==> src/rtl/multiword_add_pkg.sv <==
// Shared types and default sizing for the multi-word add controller.
package multiword_add_pkg;

  localparam int DEF_BIT_WIDTH = 4;
  localparam int DEF_NUM_WORDS = 4;

  typedef enum logic [1:0] {
    IDLE = 2'd0,
    ADD  = 2'd1,
    DONE = 2'd2
  } state_t;

endpackage

==> src/rtl/adder_nbit.sv <==
// Narrow ripple adder shared by the word-serial controller.
// The carry-in comes from the controller's carry register.
module adder_nbit #(
  parameter int BIT_WIDTH = 4
) (
  input  logic [BIT_WIDTH-1:0] a,
  input  logic [BIT_WIDTH-1:0] b,
  input  logic                 carry_in,
  output logic [BIT_WIDTH-1:0] sum,
  output logic                 overflow
);

  assign {overflow, sum} = {1'b0, a} + {1'b0, b} + {{BIT_WIDTH{1'b0}}, carry_in};

endmodule

==> src/rtl/multiword_add_ctrl.sv <==
// Word-serial wide adder: one adder_nbit is reused over NUM_WORDS cycles,
// least-significant word first, with the carry held between words.
// Optional macro SUBTRACT_EN adds a 'sub' input that selects A - B.
module multiword_add_ctrl
  import multiword_add_pkg::*;
#(
  parameter int BIT_WIDTH = DEF_BIT_WIDTH,
  parameter int NUM_WORDS = DEF_NUM_WORDS
) (
  input  logic                           clk,
  input  logic                           n_rst,
`ifdef SUBTRACT_EN
  input  logic                           sub,
`endif
  input  logic                           start,
  input  logic [BIT_WIDTH*NUM_WORDS-1:0] op_a,
  input  logic [BIT_WIDTH*NUM_WORDS-1:0] op_b,
  output logic                           busy,
  output logic                           done,
  output logic [BIT_WIDTH*NUM_WORDS-1:0] result,
  output logic                           overflow
);

  localparam int TW    = BIT_WIDTH * NUM_WORDS;
  localparam int CNT_W = $clog2(NUM_WORDS);
  localparam logic [CNT_W-1:0] LAST_WORD = CNT_W'(NUM_WORDS - 1);

  state_t             state_q, state_d;
  logic [CNT_W-1:0]   cnt_q;
  logic               carry_q;
  logic [TW-1:0]      a_q, b_q;
  logic [TW-1:0]      acc_q;
  logic [TW-1:0]      result_q;
  logic               overflow_q;

  logic               accept;
  logic               last_word;
  logic [TW-1:0]      b_load;
  logic               carry_load;
  logic [BIT_WIDTH-1:0] word_sum;
  logic               word_carry;

  // A request is taken only when no operation is running (IDLE or DONE).
  assign accept    = start && (state_q != ADD);
  assign last_word = (state_q == ADD) && (cnt_q == LAST_WORD);

`ifdef SUBTRACT_EN
  // Subtraction is A + ~B + 1: invert B once at capture, seed the carry with 1.
  assign b_load     = sub ? ~op_b : op_b;
  assign carry_load = sub;
`else
  assign b_load     = op_b;
  assign carry_load = 1'b0;
`endif

  // The operand registers shift right each ADD cycle, so the low word is
  // always word[cnt] of the captured operand.
  adder_nbit #(
    .BIT_WIDTH (BIT_WIDTH)
  ) u_adder (
    .a        (a_q[BIT_WIDTH-1:0]),
    .b        (b_q[BIT_WIDTH-1:0]),
    .carry_in (carry_q),
    .sum      (word_sum),
    .overflow (word_carry)
  );

  // State register.
  // NOTE: sequential state uses non-blocking assignments so every register
  // samples pre-edge values regardless of statement order.
  always_ff @(posedge clk or negedge n_rst) begin
    if (!n_rst) state_q <= IDLE;
    else        state_q <= state_d;
  end

  // Next-state logic.
  // NOTE: state_d gets a default before the case so no path leaves it
  // unassigned, which would otherwise infer a latch.
  always_comb begin
    state_d = state_q;
    unique case (state_q)
      IDLE:    if (start) state_d = ADD;
      ADD:     if (last_word) state_d = DONE;
      DONE:    state_d = start ? ADD : IDLE;
      default: state_d = IDLE;
    endcase
  end

  // Operand capture, per-word accumulation, carry chaining and result update.
  // NOTE: every datapath register, the accumulator included, is reset so an
  // abandoned operation leaves no stale words behind.
  always_ff @(posedge clk or negedge n_rst) begin
    if (!n_rst) begin
      cnt_q      <= '0;
      carry_q    <= 1'b0;
      a_q        <= '0;
      b_q        <= '0;
      acc_q      <= '0;
      result_q   <= '0;
      overflow_q <= 1'b0;
    end else if (accept) begin
      a_q     <= op_a;
      b_q     <= b_load;
      carry_q <= carry_load;
      cnt_q   <= '0;
    end else if (state_q == ADD) begin
      a_q     <= a_q >> BIT_WIDTH;
      b_q     <= b_q >> BIT_WIDTH;
      // New word enters at the top; after NUM_WORDS cycles word 0 is lowest.
      acc_q   <= {word_sum, acc_q[TW-1:BIT_WIDTH]};
      carry_q <= word_carry;
      if (last_word) begin
        result_q   <= {word_sum, acc_q[TW-1:BIT_WIDTH]};
        overflow_q <= word_carry;
      end else begin
        cnt_q <= cnt_q + 1'b1;
      end
    end
  end

  assign busy     = (state_q == ADD);
  assign done     = (state_q == DONE);
  assign result   = result_q;
  assign overflow = overflow_q;

endmodule

==> config.mk <==
export PLATFORM = sky130hd
export DESIGN_NAME = multiword_add_ctrl
export DESIGN_NICKNAME = d
export VERILOG_FILES = /design/src/rtl/multiword_add_pkg.sv /design/src/rtl/adder_nbit.sv /design/src/rtl/multiword_add_ctrl.sv
export SDC_FILE = /design/constraint.sdc
export NUM_CORES = 1
export LEC_CHECK = 0
export BUFFER_PORTS_ARGS = -buffer_cell sky130_fd_sc_hd__buf_2
export CORE_ASPECT_RATIO = 1.4
export CORE_MARGIN = 10
export CORE_UTILIZATION = 50
export CTS_CLUSTER_SIZE = 8
export DETAILED_ROUTE_END_ITERATION = 12
export PLACE_DENSITY_LB_ADDON = 0.15
export SLEW_MARGIN = 10
export SYNTH_ARGS = -nofsm -noshare
export SYNTH_HDL_FRONTEND = slang
export SYNTH_HIERARCHICAL = 1
export SYNTH_SLANG_ARGS = --single-unit
==> constraint.sdc <==
create_clock -name clk -period 2.3 [get_ports clk]
set_input_delay 0.46 -clock clk [delete_from_list [all_inputs] [get_ports clk]]
set_output_delay 0.46 -clock clk [all_outputs]
set_load 0.02 [all_outputs]
==> results.md, run 1 <==
- RSZ-0062 raised after global routing: false
- Starting Density: 0.520
- Finished Layout Cells: 381
- Share of cells above drive strength 1: 0.294
- Clk Latency, worst-skew pair: 0.33 ns
- Post-Place Cell Area: 0.00323 mm2
- Die area: 0.00933 mm2
- Routed len/inst: 14.8 um
- Tot Pwr: 4.73 mW
- Commonest non-fill, non-tap cell in the layout: dfrtp_1
- Syn. warnings: 6
- Vias: 1947
- Final setup violation count: 0
- Crit Path Category: flop to primary output
- Worst Path Buf+Inv: 2
- Drt via density: 5.11
- CTS Buffer Depth: 2
- Highest Clock Rate: 0.509 GHz
- H-tree lvl count: 3
- Setup slack after layout: 0.337 ns
- Final hold violations: 0
- Launch point of the worst reg-to-reg path: a_q[0]
- Syn Std Cell Area: 0.00292 mm2
- Psw: 1.74 mW
- Placed insts: 367
- Pin count of the biggest net entering global routing: 43
- MaxCap Viol Count: 0
- Global Route Usage Sum: 0.128
- Post-Synthesis Cells: 255
- CP Launch Type: flop
- # IOs: 54
- Status: finished, final reports clean
- Clk pwr share: 0.202
- Critical Path Slowest Stage Cell: dfrtp_1
- Data required, critical path: 1.84 ns
- Core Region: 0.00561 mm2
- Worst path max stage delay: 0.38 ns
- Num CTS Buffers: 9
- TritonCTS clock tree: built
- Setup Buffers After CTS: 0
- Dominant cell type by area after synthesis: dfrtp_1
- CTS resizes: 0
- DRC: 0
- Critical Path Source: state_q[1]
- Crit path DAT: 1.50 ns
- Number of synthesized register bits: 66
- Slew at the pin closest to its max-slew limit: 0.563 ns
- R2R cell count: 7
- Internal power: 2.99 mW
- Antenna Nets Post-Route: 0
- Leakage power: 1.81 nW
- Peak VDD IR: 0.699 mV
- Hold_ws: 0.113 ns
- Worst path cell trace: nand2b_1 -> inv_2 -> buf_2
- Flop pwr share: 0.420
- Final TNS setup: 0 ns
- Crit path capture type: primary output
- DIE WIDTH: 84.6 um
- Crit share post-route: 0.853
- Routability congestion estimate: 0.764
- Crit Path Max Fanout: 30
- Remaining Overflow, GRT: 0
- Area share of the largest cell type after synthesis: 0.566
- Min-delay worst type: input port to async pin
- Rows: 32
- Clk root buf: clkbuf_8
- Delay-heaviest family, CP: buffers and inverters
- Vias in the first global route: 2079
- WL final: 5640 um
- Register clock-pin slew on the reported worst setup and hold paths: 0.07 ns
- Port bufs: 53
- Final Net Count: 351
- Final instance area: 0.00342 mm2
- Hold-fix buffer count after cts: 0
- Area Growth Syn to Fin: 17.4%
- Synth top area cells: dfrtp_1 (57%), mux2i_1 (11%), nand2_1 (8.0%), o21ai_0 (4.3%), mux2_4 (4.1%)
- Logic pwr share: 0.378
- Syn avg cell area: 11.4 um2
- CP Depth: 3
- Slew Limit Fails: 0
- Worst rel slew slack: 0.625
- Pwr/cell area: 1380 mW/mm2
- Dpl ws: 0.516 ns
- DP HPWL: 4040 um
- Min cycle time layout: 1.96 ns
- Leading cell types in the layout, fill and taps excluded: dfrtp_1 (66), nand2_1 (62), buf_2 (53), mux2i_1 (33), o21ai_0 (25)
- Clock skew: 0.00576 ns
- Sw frac: 0.368
- Clock Sinks: 66
- Mapped Nets: 296
- First-pass GRT wire length: 9710 um
- Final Util: 0.611
- Seq/Total Area, Yosys: 0.566
- Ant diodes: 0
- Initial antenna violation count: 0
- Netlist cell types: 26
- Die H: 110 um
- Initial DRC count: 99
- Pre-antenna DRT Iters: 4
==> final timing paths <==
path	endpoint	slack [ns]
max	busy	0.34
min	result[10]	0.11
max reg2reg	overflow	0.52
min reg2reg	acc_q[7]	0.47
max in group asynchronous	a_q[0]	1.57
min in group clk	b_q[13]	0.37
==> state kept, by name, indices dropped and copies added, names as in the netlist <==
name and count:
cnt_q 2, overflow 1, acc_q 12, a_q 16, result 16, b_q 16, state_q 2, carry_q 1
==> synthesized netlist by cell type, drive strengths merged <==
master / n
a21o: 2
a21oi: 1
buf: 13
clkbuf: 2
dfrtp: 66
fa: 2
ha: 4
inv: 7
mux2: 17
mux2i: 33
nand2: 62
nand2b: 2
nand3: 1
nand3b: 1
nor2: 8
nor2b: 2
nor3: 1
o21ai: 28
o22ai: 1
xnor2: 2
==> power by group through the flow <==
stage                     logic (mW)  registers, mW  clock network, mW
after floorplan                 1.22           2.10                  0
after global placement          1.76           1.99                  0
after global routing            2.03           2.06               1.02
after detailed placement        1.81           2.01                  0
final                           1.79           1.98              0.955
after CTS                       1.82           2.00              0.978
==> logic make-up after synthesis <==
logic type | after synthesis | share of synthesized area
mux | 50 | 0.189
fa+ha+maj | 6 | 0.0309
xor+xnor | 2 | 0.00601
buf+inv | 22 | 0.0446
simple gates | 77 | 0.105
compound gates | 32 | 0.0583
flops | 66 | 0.566
==> final cells by class <==
class | instances | area, um2
clock buffer | 11 | 151
clock inverter | 3 | 40.0
fill | 470 | 2180
inverter | 7 | 26.3
multi-input combinational | 167 | 1130
sequential | 66 | 1650
tap | 68 | 85.1
timing repair buffer | 59 | 335
==> metal layers <==
layer,routed length (um),part of all wire,up-vias,track usage
li1,-,-,956,-
met1,2440,0.43,937,0.147
met2,2760,0.49,44,0.205
met3,330,0.059,10,0.0433
met4,107,0.019,0,0.0743
met5,0,0,-,0
Power figures use the tool's default switching activity.
==> run 2, diff against run 1 <==
--- a/config.mk
+++ b/config.mk
@@ -6,7 +6,6 @@
 export NUM_CORES = 1
 export LEC_CHECK = 0
 export BUFFER_PORTS_ARGS = -buffer_cell sky130_fd_sc_hd__buf_2
-export CORE_ASPECT_RATIO = 1.4
 export CORE_MARGIN = 10
 export CORE_UTILIZATION = 50
 export CTS_CLUSTER_SIZE = 8
==> results.md, run 2 (same netlist as run 1, synthesis figures left out) <==
- Status: finished, final reports clean
- Logic pwr share: 0.391 (+0.013)
- Clk Latency, worst-skew pair: 0.33 ns (about the same)
- R2R Setup Slk: 0.55 ns (+0.03 ns)
- Slew at the pin closest to its max-slew limit: 0.390 ns (-0.173 ns)
- CTS Buffer Depth: 2 (unchanged)
- Area Growth Syn to Fin: 16.9%
- Final hold violations: 0 (unchanged)
- Global Route Usage Sum: 0.135 (+0.00681)
- Num CTS Buffers: 9 (unchanged)
- Die H: 96.4 um (-13%)
- Highest Clock Rate: 0.540 GHz (+6.0%)
- Antenna Nets Post-Route: 0 (unchanged)
- Post-Place Cell Area: 0.00325 mm2 (+0.39%)
- CP Launch Type: flop
- Internal power: 2.88 mW (-3.7%)
- Routability congestion estimate: 0.715 (-6.4%)
- First-pass GRT wire length: 9690 um (-0.14%)
- WL final: 5470 um (-2.9%)
- Starting Density: 0.523 (+0.00292)
- Final instance area: 0.00341 mm2 (-0.44%)
- CTS resizes: 0 (unchanged)
- Hold-fix buffer count after cts: 0 (unchanged)
- Setup slack after layout: 0.449 ns (+0.111 ns)
- Routed len/inst: 14.1 um (-4.7%)
- Crit Path Max Fanout: 19 (-37%)
- Peak VDD IR: 0.619 mV (-12%)
- Dpl ws: 0.542 ns (+0.0264 ns)
- Vias: 1892 (-2.8%)
- Pin count of the biggest net entering global routing: 67 (+56%)
- Leading cell types in the layout, fill and taps excluded: dfrtp_1 (66), nand2_1 (62), buf_2 (53), mux2i_1 (33), o21ai_0 (25)
- DIE WIDTH: 96.4 um (+14%)
- Crit path DAT: 1.39 ns (-0.11 ns)
- RSZ-0062 raised after global routing: false
- Leakage power: 1.80 nW (-0.50%)
- Crit Path Category: flop to primary output
- Drt via density: 4.88 (-4.6%)
- Commonest non-fill, non-tap cell in the layout: dfrtp_1
- Worst path max stage delay: 0.39 ns (about the same)
- Worst path cell trace: nand2b_1 -> inv_2 -> buf_2
- Vias in the first global route: 2056 (-1.1%)
- Pre-antenna DRT Iters: 4 (unchanged)
- Worst R2R End: overflow
- Min-delay worst type: input port to async pin
- H-tree lvl count: 3 (unchanged)
- Clk root buf: clkbuf_8
- DRC: 0 (unchanged)
- Core Region: 0.00557 mm2 (-0.56%)
- Launch point of the worst reg-to-reg path: a_q[0]
- Crit share post-route: 0.805 (-0.0484)
- Hold_ws: 0.126 ns (+0.0128 ns)
- Multi-input gate area: 0.00113 mm2 (unchanged)
- Rows: 27 (-16%)
- Clk pwr share: 0.177 (-0.025)
- Critical Path Slowest Stage Cell: dfrtp_1
- Crit path capture type: primary output
- Final TNS setup: 0 ns (unchanged)
- Worst rel slew slack: 0.740 (+0.115)
- DP HPWL: 3830 um (-5.2%)
- Share of cells above drive strength 1: 0.291 (-0.00279)
- Pwr/cell area: 1350 mW/mm2 (-2.3%)
- Tot Pwr: 4.60 mW (-2.7%)
- Sw frac: 0.375 (+0.00661)
- Fillers: 476 (+1.3%)
- # IOs: 54 (unchanged)
- Register clock-pin slew on the reported worst setup and hold paths: 0.07 ns (about the same)
- Worst Path Buf+Inv: 2 (unchanged)
- Initial antenna violation count: 0 (unchanged)
- Ant diodes: 0 (unchanged)
- Final Net Count: 352 (+0.28%)
- R2R cell count: 7 (unchanged)
- Die area: 0.00929 mm2 (-0.46%)
- Final setup violation count: 0 (unchanged)
- Psw: 1.72 mW (-0.97%)
- Remaining Overflow, GRT: 0 (unchanged)
- TritonCTS clock tree: built
- Min cycle time layout: 1.85 ns (-0.111 ns)
- Initial DRC count: 42 (-58%)
- Clock Sinks: 66 (unchanged)
- Storage element area: 0.00165 mm2 (unchanged)
- MaxCap Viol Count: 0 (unchanged)
- Data required, critical path: 1.84 ns (about the same)
- Slew Limit Fails: 0 (unchanged)
- Flop pwr share: 0.431 (+0.011)
- Setup Buffers After CTS: 0 (unchanged)
- Delay-heaviest family, CP: buffers and inverters
- Clock skew: 0.00276 ns (-0.00301 ns)
- Port bufs: 53 (unchanged)
## run 2: cell type report
class,instances,area share
clock buffer,13,0.0437
clock inverter,3,0.00440
inverter,7,0.00771
multi-input combinational,167,0.333
sequential,66,0.484
tap,72,0.0264
timing repair buffer,60,0.101
## run 2: stage by stage
stage,util,instances
floorplan,-,255
global placement,0.582,372
detailed placement,0.582,372
CTS,0.612,388
global route,0.612,388
finish,0.612,388
## run 2: per-layer routing
metal  vias up  GRT usage  wire length, um
met1       872      0.163             2430
met3        11     0.0524              459
met5         -          0                0
li1        960          -                -
met2        49      0.206             2480
met4         0     0.0654               98
## run 2: worst reg2reg max path: cells and delay by family, from the launching register on
kind / cells / cell delay [ns]
AO/OA/AOI/OAI: 1 / 0.13
multiplexers: 1 / 0.25
buffers and inverters: 1 / 0.08
AND/OR/NAND/NOR: 2 / 0.13
flip-flops: 1 / 0.40
adder cells (fa/ha/maj): 2 / 0.64
## run 2: how the worst max path moves through the flow
stage | start | endpoint | slack [ns] | depth (start not counted)
after floorplan | a_q[0] | overflow | 0.61 | 7
after global placement | a_q[0] | overflow | 0.57 | 7
after detailed placement | a_q[0] | overflow | 0.54 | 7
after CTS | state_q[1] | busy | 0.43 | 3
after global routing | state_q[1] | busy | 0.37 | 3
final | state_q[1] | busy | 0.45 | 3
## run 2: power by group through the flow
stage / Combinational, mW / Clock (mW) / Sequential, mW
after global placement: 1.78 / 0 / 1.99
final: 1.80 / 0.816 / 1.98
after CTS: 1.84 / 0.856 / 1.99
after floorplan: 1.22 / 0 / 2.10
after global routing: 2.06 / 0.908 / 2.06
after detailed placement: 1.83 / 0 / 2.01
